## src/rtl/seg_scan_scheduler.sv

```systemverilog
// seg_scan_scheduler: time-multiplexes one seven-segment decoder across
// NUM_DIGITS common-anode digits. Each digit gets BLANK_CYCLES of dead-time
// (all anodes off, nibble pre-settled) followed by DWELL_CYCLES on. New
// digit values enter a shadow register via valid/ready and are committed to
// the active set only at the frame boundary (end of the last digit's dwell).
// Optional feature macro: SEG_BRIGHTNESS_EN adds a 3-bit brightness input
// that shortens the lit part of each dwell in eighths.
module seg_scan_scheduler #(
  parameter int unsigned NUM_DIGITS   = 2,
  parameter int unsigned DWELL_CYCLES = 100000,
  parameter int unsigned BLANK_CYCLES = 1000
) (
  input  logic                          clk,
  input  logic                          reset,
  input  logic [4*NUM_DIGITS-1:0]       digit_vals,
  input  logic                          load_valid,
`ifdef SEG_BRIGHTNESS_EN
  input  logic [2:0]                    brightness,
`endif
  output logic                          load_ready,
  output logic [3:0]                    dec_nibble,
  output logic [NUM_DIGITS-1:0]         anode,
  output logic [$clog2(NUM_DIGITS)-1:0] digit_idx,
  output logic                          frame_start
);

  localparam int unsigned CNT_MAX = (DWELL_CYCLES > BLANK_CYCLES) ? DWELL_CYCLES : BLANK_CYCLES;
  localparam int unsigned CW      = $clog2(CNT_MAX + 1);
  localparam int unsigned IW      = $clog2(NUM_DIGITS);

  localparam logic [CW-1:0] BLANK_LAST = CW'(BLANK_CYCLES - 1);
  localparam logic [CW-1:0] DWELL_LAST = CW'(DWELL_CYCLES - 1);
  localparam logic [IW-1:0] IDX_LAST   = IW'(NUM_DIGITS - 1);

  localparam logic [0:0] ST_BLANK = 1'b0;
  localparam logic [0:0] ST_ON    = 1'b1;

  logic [0:0]              state, state_n;
  logic [CW-1:0]           cnt, cnt_n;
  logic [IW-1:0]           idx_n;
  logic [4*NUM_DIGITS-1:0] active, active_n;
  logic [4*NUM_DIGITS-1:0] shadow, shadow_n;
  logic                    pending, pending_n;
  logic                    boundary;
  logic                    lit;
  logic [NUM_DIGITS-1:0]   anode_n;
  logic [3:0]              nibble_n;
  logic                    frame_start_n;

`ifdef SEG_BRIGHTNESS_EN
  logic [2:0]  bright_q, bright_n;
  logic [31:0] lit_limit;
`endif

  // Next-state logic; outputs are derived from next-state values so the
  // registered outputs line up with the state they describe.
  always_comb begin
    state_n   = state;
    cnt_n     = cnt + 1'b1;
    idx_n     = digit_idx;
    boundary  = 1'b0;
    if (state == ST_BLANK) begin
      if (cnt == BLANK_LAST) begin
        state_n = ST_ON;
        cnt_n   = '0;
      end
    end else begin
      if (cnt == DWELL_LAST) begin
        state_n  = ST_BLANK;
        cnt_n    = '0;
        boundary = (digit_idx == IDX_LAST);
        idx_n    = (digit_idx == IDX_LAST) ? '0 : digit_idx + 1'b1;
      end
    end

    // Commit at the frame boundary; an accept on the same edge (only possible
    // when nothing is pending) lands in shadow and waits a full frame.
    active_n  = (boundary && pending) ? shadow : active;
    pending_n = (boundary && pending) ? 1'b0 : pending;
    shadow_n  = shadow;
    if (load_valid && !pending) begin
      shadow_n  = digit_vals;
      pending_n = 1'b1;
    end

    frame_start_n = (state == ST_BLANK) && (state_n == ST_ON) && (digit_idx == '0);

`ifdef SEG_BRIGHTNESS_EN
    bright_n  = frame_start_n ? brightness : bright_q;
    lit_limit = ((32'(bright_n) + 32'd1) * DWELL_CYCLES) / 32'd8;
    lit       = (32'(cnt_n) < lit_limit);
`else
    lit       = 1'b1;
`endif

    anode_n  = '1;
    nibble_n = '0;
    for (int unsigned i = 0; i < NUM_DIGITS; i++) begin
      if (idx_n == IW'(i)) begin
        nibble_n = active_n[4*i +: 4];
        if (state_n == ST_ON && lit) anode_n[i] = 1'b0;
      end
    end
  end

  // State, data and registered output update with synchronous active-low reset.
  always_ff @(posedge clk) begin
    if (!reset) begin
      state       <= ST_BLANK;
      cnt         <= '0;
      digit_idx   <= '0;
      active      <= '0;
      shadow      <= '0;
      pending     <= 1'b0;
      anode       <= '1;
      dec_nibble  <= '0;
      load_ready  <= 1'b1;
      frame_start <= 1'b0;
`ifdef SEG_BRIGHTNESS_EN
      bright_q    <= '0;
`endif
    end else begin
      state       <= state_n;
      cnt         <= cnt_n;
      digit_idx   <= idx_n;
      active      <= active_n;
      shadow      <= shadow_n;
      pending     <= pending_n;
      anode       <= anode_n;
      dec_nibble  <= nibble_n;
      load_ready  <= ~pending_n;
      frame_start <= frame_start_n;
`ifdef SEG_BRIGHTNESS_EN
      bright_q    <= bright_n;
`endif
    end
  end

endmodule

```

## config.mk

```make
export PLATFORM = sky130hd
export DESIGN_NAME = seg_scan_scheduler
export DESIGN_NICKNAME = d
export VERILOG_FILES = /design/src/rtl/seg_scan_scheduler.sv
export SDC_FILE = /design/constraint.sdc
export NUM_CORES = 1
export LEC_CHECK = 0
export BUFFER_PORTS_ARGS = -buffer_cell sky130_fd_sc_hd__buf_2
export CORE_AREA = 2 2 63 65
export DETAILED_ROUTE_END_ITERATION = 16
export DIE_AREA = 0 0 65 67
export PLACE_DENSITY = 0.72
export SLEW_MARGIN = 0
export SYNTH_ARGS = -nofsm -noshare
export SYNTH_HDL_FRONTEND = slang
export SYNTH_SLANG_ARGS = --single-unit
```

## constraint.sdc

```tcl
create_clock -name clk -period 1.91 [get_ports clk]
set_input_delay 0 -clock clk [delete_from_list [all_inputs] [get_ports clk]]
set_output_delay 0 -clock clk [all_outputs]
set_load 0.02 [all_outputs]
```

==> summary.md <==
| Metric | Value |
|---|---|
| Outcome | finished, violations left |
| Violated checks | hold timing |
| Max_cap viols | 0 |
| Top_reg_cell synth | dfxtp_1 |
| I/O Buffers | 19 |
| Root Buffer | clkbuf_8 |
| Asr flop ratio synth | 0 |
| Yosys top cell by area | dfxtp_1 |
| N_diodes | 0 |
| Remaining DRCs | 0 |
| Clock insertion delay at the later pin of the skew report | 300 ps |
| Netlist Area Pre-Place | 0.001802 mm² |
| Global-route wire length before repair | 6.451 mm |
| Fin. Hold Viols | 1 |
| Wire length per cell | 15.04 µm |
| Tcrit/Tclk final | 0.9890 |
| Layout Skew | 3.256 ps |
| EDFF count, synth | 0 |
| Post-layout minimum cycle time | 1889 ps |
| Critical Path AT | 2070 ps |
| Boundary Pins | 20 |
| LEAKAGE | 0.9394 nW |
| Final hold slack | -2.768 ps |
| Met1 WL | 1.662 mm |
| Largest net degree at the start of global routing | 23 |
| Synth Area per Inst | 10.18 µm² |
| Fmax | 529.4 MHz |
| Clock transition at the registers of the reported paths | 80 ps |
| Starting DRT DRC Count | 42 |
| Worst Hold Class | input pin to flop |
| CTS tree | yes |
| WP data required | 2090 ps |
| Placement Setup Slack | 42.37 ps |
| Total gr overflow | 0 |
| Final Max Slew Viols | 0 |
| Die height | 67 µm |
| Post-Syn Nets | 190 |
| Longest Clk Path Bufs | 2 |
| Fillcell total | 275 |
| Fin nets | 234 |
| Initial Utilization | 0.4997 |
| RSZ-0062 raised after global routing | true |
| DR vias/cell | 5.441 |
| Final Worst Setup Slack | 20.93 ps |
| Number of synthesized register bits | 44 |
| Post-synth top cells | 44 x dfxtp_1, 17 x mux2i_1, 17 x nor2b_1 |
| Power Dens Cells | 723.2 mW/mm² |
| GP Congestion | 0.8281 |
| CP max FO | 5 |
| Met3 WL | 153 µm |
| Placed insts | 253 |
| Max IR drop VDD | 0.0003243 V |
| Hpwl dp | 2.562 mm |
| Routed Antenna Nets | 0 |
| Total Wirelength | 4.061 mm |
| Startpoint Class | flop |
| Drt pass-1 iters | 4 |
| Die W | 65 µm |
| Worst slew pin tran | 390.0 ps |
| Area grow syn2layout | 34.72% |
| Buffer count from post-CTS setup fixing | 0 |
| Vias | 1469 |
| Slew Limit Headroom | 0.7400 |
| Sink Count | 44 |
| Most common cell in the synthesized netlist | dfxtp_1 |
| Finish-stage setup viols | 0 |
| Sequential cell area | 884.6 µm² |
| Row cnt | 22 |
| Number of CTS-inserted buffers | 5 |
| Initial antenna violation count | 0 |
| Critical path type | flop to flop |
| Synth warnings | 0 |
| Hold Path Stages | 3 |
| Seq/Total Area, Yosys | 0.4889 |
| Met2 WL | 2.159 mm |
| Highest Signal Layer | met4 |
| All-Layer GR Usage | 0.1973 |
| Multi-input logic area | 0.001003 mm² |
| FF-to-FF path depth | 8 |
| Synth unique cells | 33 |
| Die footprint | 0.004355 mm² |
| Largest cells by area after synthesis | dfxtp_1 49%, mux2i_1 9.4%, nor2b_1 5.9%, nor3_1 3.9%, xor2_1 3.4% |
| Synth top area share | 0.4889 |
| Post-Syn Instances | 177 |
| Share of cells above drive strength 1 | 0.3153 |
| Vias in the first global route | 1528 |
| H-Tree Level Count | 2 |
| Post-Layout Cell Count | 270 |
| Pwr Total | 1.755 mW |
| Core area | 0.003606 mm² |
| CP Capture Type | flop |
## through the flow
step	setup TNS (ps)	cell area [µm²]	utilization
2_1_floorplan	0	1803	-
3_3_place_gp	0	2067	0.5732
3_5_place_dp	0	2067	0.5732
4_1_cts	0	2255	0.6253
5_1_grt	-1195	2427	0.6731
6_report	0	2427	0.6731
## layer usage
metal | GRT usage | vias to the layer above
met3 | 0.05743 | 8
li1 | - | 723
met2 | 0.3711 | 34
met4 | 0.09574 | 0
met1 | 0.1975 | 704
met5 | 0 | -
## critical path, stage by stage, from the launching register on
cell and delay, ps:
dfxtp_1 330, nor4b_2 310, nand4b_1 180, nor2_2 210, ha_4 160, nand3_4 100
buf_12 170, mux2i_2 190, o22ai_1 120
## sequential cells by signal, summed over array words and instances (netlist names)
signal / cells
cnt: 17
active: 8
shadow: 8
dec_nibble: 4
anode: 2
digit_idx: 1
frame_start: 1
load_ready: 1
pending: 1
state: 1
## layout make-up
class                           count  area share
Clock buffer                        6     0.02990
Multi-Input combinational cell    121      0.4134
Clock inverter                      2     0.01443
Tap cell                           48     0.02474
Timing Repair Buffer               46      0.1485
Inverter                            3    0.004639
Sequential cell                    44      0.3644
## final timing paths
kind | from | slack [ps] | end
worst max-delay path | cnt[5] | 20 | dec_nibble[0]
worst min-delay path | digit_vals[4] | -3 | shadow[4]
worst max register to register | cnt[5] | 20 | dec_nibble[0]
worst min register to register | cnt[15] | 530 | cnt[15]
## report_power, final
group	switching [mW]	total (mW)	internal (mW)
Combinational	0.0466	0.106	0.0596
Clock	0.309	0.697	0.388
Sequential	0.0159	0.952	0.936
Total	0.372	1.76	1.38
## cells by family (layout without fill, tap and decap cells)
kind of cell / after synthesis / count (layout) / share of synthesized area
simple gates: 73 / 73 / 0.2410
flops: 44 / 44 / 0.4889
compound gates: 18 / 18 / 0.07430
mux: 17 / 17 / 0.09444
buf+inv: 12 / 57 / 0.03402
xor+xnor: 11 / 11 / 0.05347
fa+ha+maj: 2 / 2 / 0.01389
## layout by cell type (no fill, tap or decap), types with 5 or more instances in the layout
master / count
buf_2: 19
buf_4: 16
clkbuf_8: 5
dfxtp_1: 41
dlygate4sd3_1: 8
mux2i_1: 10
nand2_1: 6
nand3_1: 6
nand4_1: 6
nor2b_1: 17
nor3_1: 13
o21ai_0: 5
xor2_1: 7
## timing repair
action                                  in CTS  in global routing
hold buffers                                 8                  0
endpoints found under the setup margin       0                 34
hold endpoints to repair                     8                  0
resized for setup                            0                 31
Note: power is estimated with default switching activity, not from simulation.
